`src/rtl/alu_pkg.sv`:
```
// Opcode constants, opcode classification helpers and the sequencer state
// encoding shared by the ALU operation sequencer and its neighbours.
package alu_pkg;

    localparam logic [4:0] OP_ADD  = 5'b00001;
    localparam logic [4:0] OP_SUB  = 5'b00010;
    localparam logic [4:0] OP_MUL  = 5'b00011;
    localparam logic [4:0] OP_DIV  = 5'b00100;
    localparam logic [4:0] OP_SHR  = 5'b00101;
    localparam logic [4:0] OP_SHL  = 5'b00110;
    localparam logic [4:0] OP_SHRA = 5'b00111;
    localparam logic [4:0] OP_ROR  = 5'b01000;
    localparam logic [4:0] OP_ROL  = 5'b01001;
    localparam logic [4:0] OP_AND  = 5'b01010;
    localparam logic [4:0] OP_OR   = 5'b01011;
    localparam logic [4:0] OP_NEG  = 5'b01100;
    localparam logic [4:0] OP_XOR  = 5'b01101;
    localparam logic [4:0] OP_NOR  = 5'b01110;
    localparam logic [4:0] OP_NOT  = 5'b01111;

    typedef enum logic [2:0] {
        ST_IDLE,
        ST_RD_Y,
        ST_RD_B,
        ST_EXEC,
        ST_WB,
        ST_ERR
    } seq_state_t;

    // mul/div run on the long ALU path and write back to HI/LO.
    function automatic logic is_muldiv(input logic [4:0] op);
        return (op == OP_MUL) || (op == OP_DIV);
    endfunction

    function automatic logic is_legal_op(input logic [4:0] op);
        return (op != 5'b00000) && !op[4];
    endfunction

endpackage

```
`src/rtl/op_latency_counter.sv`:
```
// Down-counter used to time the ALU result latency; flags when it reaches zero.
module op_latency_counter #(
    parameter int CNT_W = 6
) (
    input  logic             clk,
    input  logic             clr,
    input  logic             i_load,
    input  logic [CNT_W-1:0] i_load_val,
    input  logic             i_dec,
    output logic             o_zero
);

    logic [CNT_W-1:0] r_cnt;

    // NOTE: sequential state uses non-blocking assignments so every register
    // samples pre-edge values regardless of process ordering.
    always_ff @(posedge clk) begin
        if (clr) begin
            r_cnt <= '0;
        end else if (i_load) begin
            r_cnt <= i_load_val;
        end else if (i_dec) begin
            r_cnt <= r_cnt - 1'b1;
        end
    end

    assign o_zero = (r_cnt == '0);

endmodule

```
`src/rtl/alu_op_sequencer.sv`:
```
// Sequences one ra = rb op rc request: two register reads, ALU wait,
// then writeback to ra or to HI/LO.
module alu_op_sequencer
    import alu_pkg::*;
#(
    parameter int WORD_SIZE  = 32,
    parameter int ALU_LAT    = 1,
    parameter int MULDIV_LAT = 32
) (
    input  logic                   clk,
    input  logic                   clr,
    input  logic                   req_valid,
    output logic                   req_ready,
    input  logic [4:0]             req_opcode,
    input  logic [3:0]             req_ra,
    input  logic [3:0]             req_rb,
    input  logic [3:0]             req_rc,
    output logic [3:0]             rf_rd_addr,
    input  logic [WORD_SIZE-1:0]   rf_rd_data,
    output logic [WORD_SIZE-1:0]   alu_y,
    output logic [WORD_SIZE-1:0]   alu_a,
    output logic [WORD_SIZE-1:0]   alu_b,
    output logic [4:0]             alu_opcode,
    input  logic [2*WORD_SIZE-1:0] alu_c,
    output logic                   wb_valid,
    output logic [3:0]             wb_addr,
    output logic [WORD_SIZE-1:0]   wb_data,
    output logic                   hi_we,
    output logic                   lo_we,
    output logic [WORD_SIZE-1:0]   hi_data,
    output logic [WORD_SIZE-1:0]   lo_data,
    output logic                   done,
    output logic                   err
);

    localparam int MAX_LAT = (ALU_LAT > MULDIV_LAT) ? ALU_LAT : MULDIV_LAT;
    localparam int CNT_W   = $clog2(MAX_LAT) + 1;

    seq_state_t             r_state;
    seq_state_t             w_next;
    logic [4:0]             r_opcode;
    logic [3:0]             r_ra;
    logic [3:0]             r_rb;
    logic [3:0]             r_rc;
    logic [WORD_SIZE-1:0]   r_alu_y;
    logic [WORD_SIZE-1:0]   r_alu_b;
    logic [4:0]             r_alu_opcode;
    logic [2*WORD_SIZE-1:0] r_z;
    logic                   w_cnt_load;
    logic                   w_cnt_dec;
    logic                   w_cnt_zero;
    logic [CNT_W-1:0]       w_cnt_val;

    always_ff @(posedge clk) begin
        if (clr) begin
            r_state <= ST_IDLE;
        end else begin
            r_state <= w_next;
        end
    end

    // NOTE: every comb output gets a default first, so no path can infer a latch.
    always_comb begin
        w_next = r_state;
        case (r_state)
            ST_IDLE: if (req_valid) w_next = is_legal_op(req_opcode) ? ST_RD_Y : ST_ERR;
            ST_RD_Y: w_next = ST_RD_B;
            ST_RD_B: w_next = ST_EXEC;
            ST_EXEC: if (w_cnt_zero) w_next = ST_WB;
            ST_WB:   w_next = ST_IDLE;
            ST_ERR:  w_next = ST_IDLE;
            default: w_next = ST_IDLE;
        endcase
    end

    // The counter is loaded with L-1 so the result is captured on the L-th EXEC edge.
    assign w_cnt_load = (r_state == ST_RD_B);
    assign w_cnt_dec  = (r_state == ST_EXEC) && !w_cnt_zero;
    assign w_cnt_val  = is_muldiv(r_opcode) ? CNT_W'(MULDIV_LAT - 1) : CNT_W'(ALU_LAT - 1);

    op_latency_counter #(.CNT_W(CNT_W)) u_lat_cnt (
        .clk        (clk),
        .clr        (clr),
        .i_load     (w_cnt_load),
        .i_load_val (w_cnt_val),
        .i_dec      (w_cnt_dec),
        .o_zero     (w_cnt_zero)
    );

    always_ff @(posedge clk) begin
        if (clr) begin
            r_opcode     <= '0;
            r_ra         <= '0;
            r_rb         <= '0;
            r_rc         <= '0;
            r_alu_y      <= '0;
            r_alu_b      <= '0;
            r_alu_opcode <= '0;
            r_z          <= '0;
        end else begin
            if (r_state == ST_IDLE && req_valid) begin
                r_opcode <= req_opcode;
                r_ra     <= req_ra;
                r_rb     <= req_rb;
                r_rc     <= req_rc;
            end
            if (r_state == ST_RD_Y) r_alu_y <= rf_rd_data;
            if (r_state == ST_RD_B) begin
                r_alu_b      <= rf_rd_data;
                r_alu_opcode <= r_opcode;
            end
            if (r_state == ST_EXEC && w_cnt_zero) r_z <= alu_c;
        end
    end

    always_comb begin
        req_ready  = (r_state == ST_IDLE);
        rf_rd_addr = 4'd0;
        wb_valid   = 1'b0;
        hi_we      = 1'b0;
        lo_we      = 1'b0;
        done       = 1'b0;
        err        = 1'b0;
        case (r_state)
            ST_RD_Y: rf_rd_addr = r_rb;
            ST_RD_B: rf_rd_addr = r_rc;
            ST_WB: begin
                done     = 1'b1;
                wb_valid = !is_muldiv(r_opcode);
                hi_we    = is_muldiv(r_opcode);
                lo_we    = is_muldiv(r_opcode);
            end
            ST_ERR: begin
                done = 1'b1;
                err  = 1'b1;
            end
            default: ;
        endcase
    end

    assign alu_y      = r_alu_y;
    assign alu_a      = r_alu_y;
    assign alu_b      = r_alu_b;
    assign alu_opcode = r_alu_opcode;
    assign wb_addr    = r_ra;
    assign wb_data    = r_z[WORD_SIZE-1:0];
    assign hi_data    = r_z[2*WORD_SIZE-1:WORD_SIZE];
    assign lo_data    = r_z[WORD_SIZE-1:0];

endmodule

```
`config.mk`:
```
export PLATFORM = sky130hd
export DESIGN_NAME = alu_op_sequencer
export DESIGN_NICKNAME = d
export VERILOG_FILES = /design/src/rtl/alu_pkg.sv /design/src/rtl/op_latency_counter.sv /design/src/rtl/alu_op_sequencer.sv
export SDC_FILE = /design/constraint.sdc
export NUM_CORES = 1
export LEC_CHECK = 0
export ABC_AREA = 1
export CAP_MARGIN = 20
export CORE_ASPECT_RATIO = 1.25
export CORE_MARGIN = 3
export CORE_UTILIZATION = 41
export CTS_BUF_LIST = sky130_fd_sc_hd__clkbuf_4
export DETAILED_ROUTE_END_ITERATION = 6
export GPL_ROUTABILITY_DRIVEN = 0
export MAX_ROUTING_LAYER = met4
export PLACE_DENSITY = 0.86
export SLEW_MARGIN = 5
export SYNTH_ARGS = -nofsm -noshare
export SYNTH_HDL_FRONTEND = slang
export SYNTH_HIERARCHICAL = 1
export SYNTH_SLANG_ARGS = --single-unit
```
`constraint.sdc`:
```
create_clock -name clk -period 2 [get_ports clk]
set_input_delay 0.4 -clock clk [delete_from_list [all_inputs] [get_ports clk]]
set_output_delay 0.4 -clock clk [all_outputs]
set_load 0.005 [all_outputs]
```
==> Word-level counts from Yosys, hierarchy flattened <==
Index checks and enable logic that the tools add are counted.
{ "word_totals": {"ff_bits": 159, "in_bits": 116, "out_inout_bits": 211, "elab_cells": 46} }
{ "op_classes": {"add_sub_neg": 1, "eq_ne": 9, "muxes": 12, "n_reduce_logical": 14} }
{ "op_table": {"columns": ["cell", "count"], "rows": [
  ["$mux W6", 2],
  ["$pmux W3 S4", 1],
  ["$mux W3", 3],
  ["$pmux W4 S2", 1],
  ["$eq A3 B2 Y1 const B", 2],
  ["$eq A3 B3 Y1 const B", 2],
  ["$logic_not A6 Y1", 1],
  ["$sub A6 B1 Y6 const B", 1],
  ["$eq A5 B2 Y1 const B", 1],
  ["$eq A5 B3 Y1 const B", 1],
  ["$mux W5", 1],
  ["$reduce_bool A5 Y1", 1],
  ["$logic_and A1 B1 Y1", 4],
  ["$mux W1", 4],
  ["$ne A2 B2 Y1 const B", 2],
  ["$eq A3 B1 Y1 const B", 1],
  ["$logic_not A1 Y1", 3],
  ["$logic_not A3 Y1", 1],
  ["$reduce_and A2 Y1", 1],
  ["$reduce_bool A2 Y1", 1],
  ["$reduce_or A2 Y1", 1],
  ["$logic_or A1 B1 Y1", 1]
]} }

==> Longest topological paths before layout <==
{ "depth": {"depth_word": 5, "ltp_mapped": 13} }

==> Hierarchy <==
Netlist, hierarchy kept.
{ "modules_own_cells": {"columns": ["mod", "n_inst", "cells_each", "area_each_um2"], "rows": [
  ["alu_op_sequencer", 1, 801, 6112.1],
  ["op_latency_counter", 1, 57, 385.4]
]} }

==> Worst setup path after synthesis <==
No wires, ideal clock.
{ "synth_path": {"path_type": "register to register", "from": "register u_lat_cnt.r_cnt[0]", "to": "register r_z[10]", "t_arrival_ps": 1564, "t_required_ps": 1930, "slack_ps": 365, "path_stages_with_launch": 9, "n_path_buf": 2, "path_cell_list": "dfxtp_1 inv_1 ha_1 nand2_1 nor3_1 buf_2 clkbuf_1 nand3_1 a21oi_1"} }
{ "synth_between": {"elab_chain_cells": 2} }
{ "synth_lines": {"columns": ["item", "line", "source"], "rows": [
  ["from (decl)", "op_latency_counter.sv:13", "logic [CNT_W-1:0] r_cnt;"],
  ["from (signal assigned)", "op_latency_counter.sv:21", "r_cnt <= i_load_val;"],
  ["from (signal assigned)", "op_latency_counter.sv:23", "r_cnt <= r_cnt - 1'b1;"],
  ["$logic_not A6 Y1", "op_latency_counter.sv:27", "assign o_zero = (r_cnt == '0);"],
  ["net w_cnt_zero", "alu_op_sequencer.sv:51", "logic w_cnt_zero;"],
  ["$logic_and A1 B1 Y1", "alu_op_sequencer.sv:112", "if (r_state == ST_EXEC && w_cnt_zero) r_z <= alu_c;"],
  ["to (signal assigned)", "alu_op_sequencer.sv:112", null],
  ["to (decl)", "alu_op_sequencer.sv:48", "logic [2*WORD_SIZE-1:0] r_z;"]
]} }
The timed path passes the listed nets, and every way through them passes these cells.
A chain may end at the register's enable or synchronous reset.

==> Final worst setup path <==
{ "layout_path": {"from": "register r_state[2]", "to": "output hi_we"} }
{ "layout_between": {"elab_chain_cells": 2} }
{ "layout_lines": {"columns": ["item", "line", "source"], "rows": [
  ["from (decl)", "alu_op_sequencer.sv:39", "seq_state_t r_state;"],
  ["from (signal assigned)", "alu_op_sequencer.sv:58", "r_state <= w_next;"],
  ["$eq A3 B3 Y1", "alu_op_sequencer.sv:124", "case (r_state)"],
  ["$mux W1", "alu_op_sequencer.sv:124", null],
  ["to (decl)", "alu_op_sequencer.sv:28", "output logic hi_we,"]
]} }
Every way passes these cells.

==> impl_results.md <==
- Post-DP Area: approximately 9500 um^2
- Power per Cell Area: 822.1 nW/um^2
- Synth area leader: dfxtp_1
- Vias after detailed routing: about 6500
- Startpoint Class: flip-flop
- Hold path cells: 2
- Post-synthesis cell count: ~860
- Fin util: 64.46%
- Port Buf Inserts: 326
- Commonest non-fill, non-tap cell in the layout: clkdlybuf4s50_1
- Design area: 9839 um^2
- Setup crit end kind: primary output
- Core ar.: 15260 um^2
- Final non-filler cell total: 1324
- Commonest non-fill, non-tap cells in the layout: 309 x clkdlybuf4s50_1, 194 x nand2_1, 150 x dfxtp_1, 138 x a21oi_1, 71 x nand3_1
- Via count of the first global-routing pass: 6171
- First-pass GRT wire length: between 30 and 40 mm
- Largest net degree at the start of global routing: 65
- WL final: between 20 and 25 mm
- Chip Height: 146.7 um
- Cell area after synthesis: about 6500 um^2
- RSZ-0062 raised after global routing: true
- Clk slew on worst S/H paths: 150 ps
- Via density: a little under 5
- Max-cap violations: 0
- Final min period: roughly 1900 ps
- Tcrit/Tclk final: 96.18%
- Overflow after GRT: 0
- Full die area: ~17000 um^2
- Max Fclk: approximately 0.52 GHz
- Mean Syn Cell Area: 7.573 um^2
- Share of layout cells above drive strength 1: 8.700%
- Area Overhead vs Synth: 51.43%
- WL/cell: between 15 and 20 um
- Seq/Total Area, Yosys: between 40% and 50%
- Relative slew slack: 61.35%
- Place WS: 74.88 ps
- HPWL Detailed: around 15 mm
- Worst skew pair latency: between 500 and 600 ps
- Min-Delay Path Class: in -> reg
- Crit path DAT: 1520 ps
- Starting Density: between 40% and 50%
- Initial antenna violation count: 1
- Rows: 50
- Worst-case reg-to-reg path depth: 10
- Nets: between 1000 and 1500
- Netlist cell types: 27
- Seq cells post-synth: between 150 and 200
- Setup TNS: 0 ps
- Die W: between 100 and 150 um
- Crit path max fanout: 2
- Total GRT Usage: between 20% and 30%
- Synth top area share: around 50%
- Final worst slack: 76.31 ps
- Setup violations, final: 0
- Status: finished clean
- Placed insts: between 1000 and 1500
- CTS buffer count: 17
- DR pass1 iterations: 5
- Final-report hold violation count: 0
- Antenna-violating nets left: 0
- Clock Sinks: 159
- DRC: 0
- TritonCTS clock tree: built
- Slew @ Worst Pin: 579.7 ps
- P_leak: approximately 3.6 nW
- Total number of yosys warnings: 6
- CP Class: reg -> out
- Root Buffer: clkbuf_4
- Final Max Tran Viols: 0
- CTS Buffer Depth: 2
- CP Data Required Time: 1600 ps
- Initial DRC Count: between 400 and 500
- Post-Syn Nets: about 980
- Htree depth: 4
- Post-Route Skew: about 22 ps
- Top post-synthesis cells by area: dfxtp_1 49%, nand2_1 11%, a21oi_1 11%
- VDD IR max: around 0.00066 V
- IO Count: between 300 and 400
-- cells by family after synthesis --
group	share of synthesized area [%]
flip-flops	48.99
AO/OA/AOI/OAI	14.29
buffers and inverters	15.39
other	0.05771
adder cells (fa/ha/maj)	0.3851
AND/OR/NAND/NOR	20.76
XOR/XNOR	0.1348
-- critical path, cell delays in order, from the launching register on --
cell and delay [ps]:
dfxtp_2 360, inv_2 40, nor2_2 130, nand2_2 110, nor3_4 190, buf_2 140
-- cell type report --
type | count | area, um^2
diodes | 1 | 2.502
clock inverters | 14 | 107.6
flip-flops and latches | 159 | 3194
inverters | 66 | 247.7
fillers | 1268 | 5425
multi-input cells | 512 | 2439
repair buffers | 346 | 3453
well taps | 208 | 260.3
clock buffers | 18 | 135.1
-- metal layers --
layer  up-vias  GRT usage, %  routed length [um]
met5         -             -                   0
met4         0         11.30                 894
met3        55         6.931                1683
met2       293         41.82               10840
met1      2995         24.50                7544
li1       3188             -                   -
-- stage by stage --
| stage | total power [mW] | hold slack, ps |
|---|---|---|
| 6_report | 8.089 | 202.9 |
| 3_5_place_dp | 6.320 | 448.6 |
| 5_1_grt | 8.539 | 159.9 |
| 2_1_floorplan | 5.037 | 440.1 |
| 3_3_place_gp | 6.268 | 444.9 |
| 4_1_cts | 8.101 | 159.1 |
-- power breakdown --
group / internal, mW / switching [mW] / total, mW / leakage, nW
Sequential: 3.52 / 0.238 / 3.76 / 1.30
Clock: 0.519 / 1.21 / 1.73 / 0.120
Combinational: 1.36 / 1.25 / 2.61 / 2.21
Total: 5.40 / 2.69 / 8.09 / 3.62
-- path summary, 6_finish.rpt --
kind | start | slack, ps | to
setup / recovery | r_state[2] | 80 | hi_we
hold / removal | clr | 200 | alu_b[17]
setup reg to reg | u_lat_cnt/r_cnt[0] | 140 | u_lat_cnt/r_cnt[5]
hold reg to reg | r_z[53] | 470 | r_z[53]
-- cells in the mapped netlist --
library cell    n
nor2_2          4
a22oi_1         3
a31oi_1         2
buf_2          16
o22ai_1         4
o21ai_0        30
nand4_1         2
nand3_1        72
dfxtp_1       159
nand3_2         1
xor2_1          1
nor2_1         45
clkbuf_1       31
nor3_1          3
a21oi_1       139
buf_1           1
buf_6           1
nand3b_1        1
ha_1            2
inv_2           2
a21o_1          1
conb_1          1
buf_4          72
nor3_2          1
o21ai_1         3
nand2_1       197
inv_1          64
-- repair_timing --
action / in CTS / in global routing
setup endpoints to repair: 15 / 22
buffers inserted: 3 / 1
resized for setup: 57 / 20
pin swaps: 5 / 5
hold buffers: 0 / 0
gates cloned: 0 / 0
-- flip-flops by register name (all words and copies together), names as in the netlist --
signal           flops
r_z                 64
alu_a               32
alu_b               32
u_lat_cnt/r_cnt      6
alu_opcode           5
r_opcode             5
r_rb                 4
r_rc                 4
wb_addr              4
r_state              3
(Power assumes the default switching activity.)
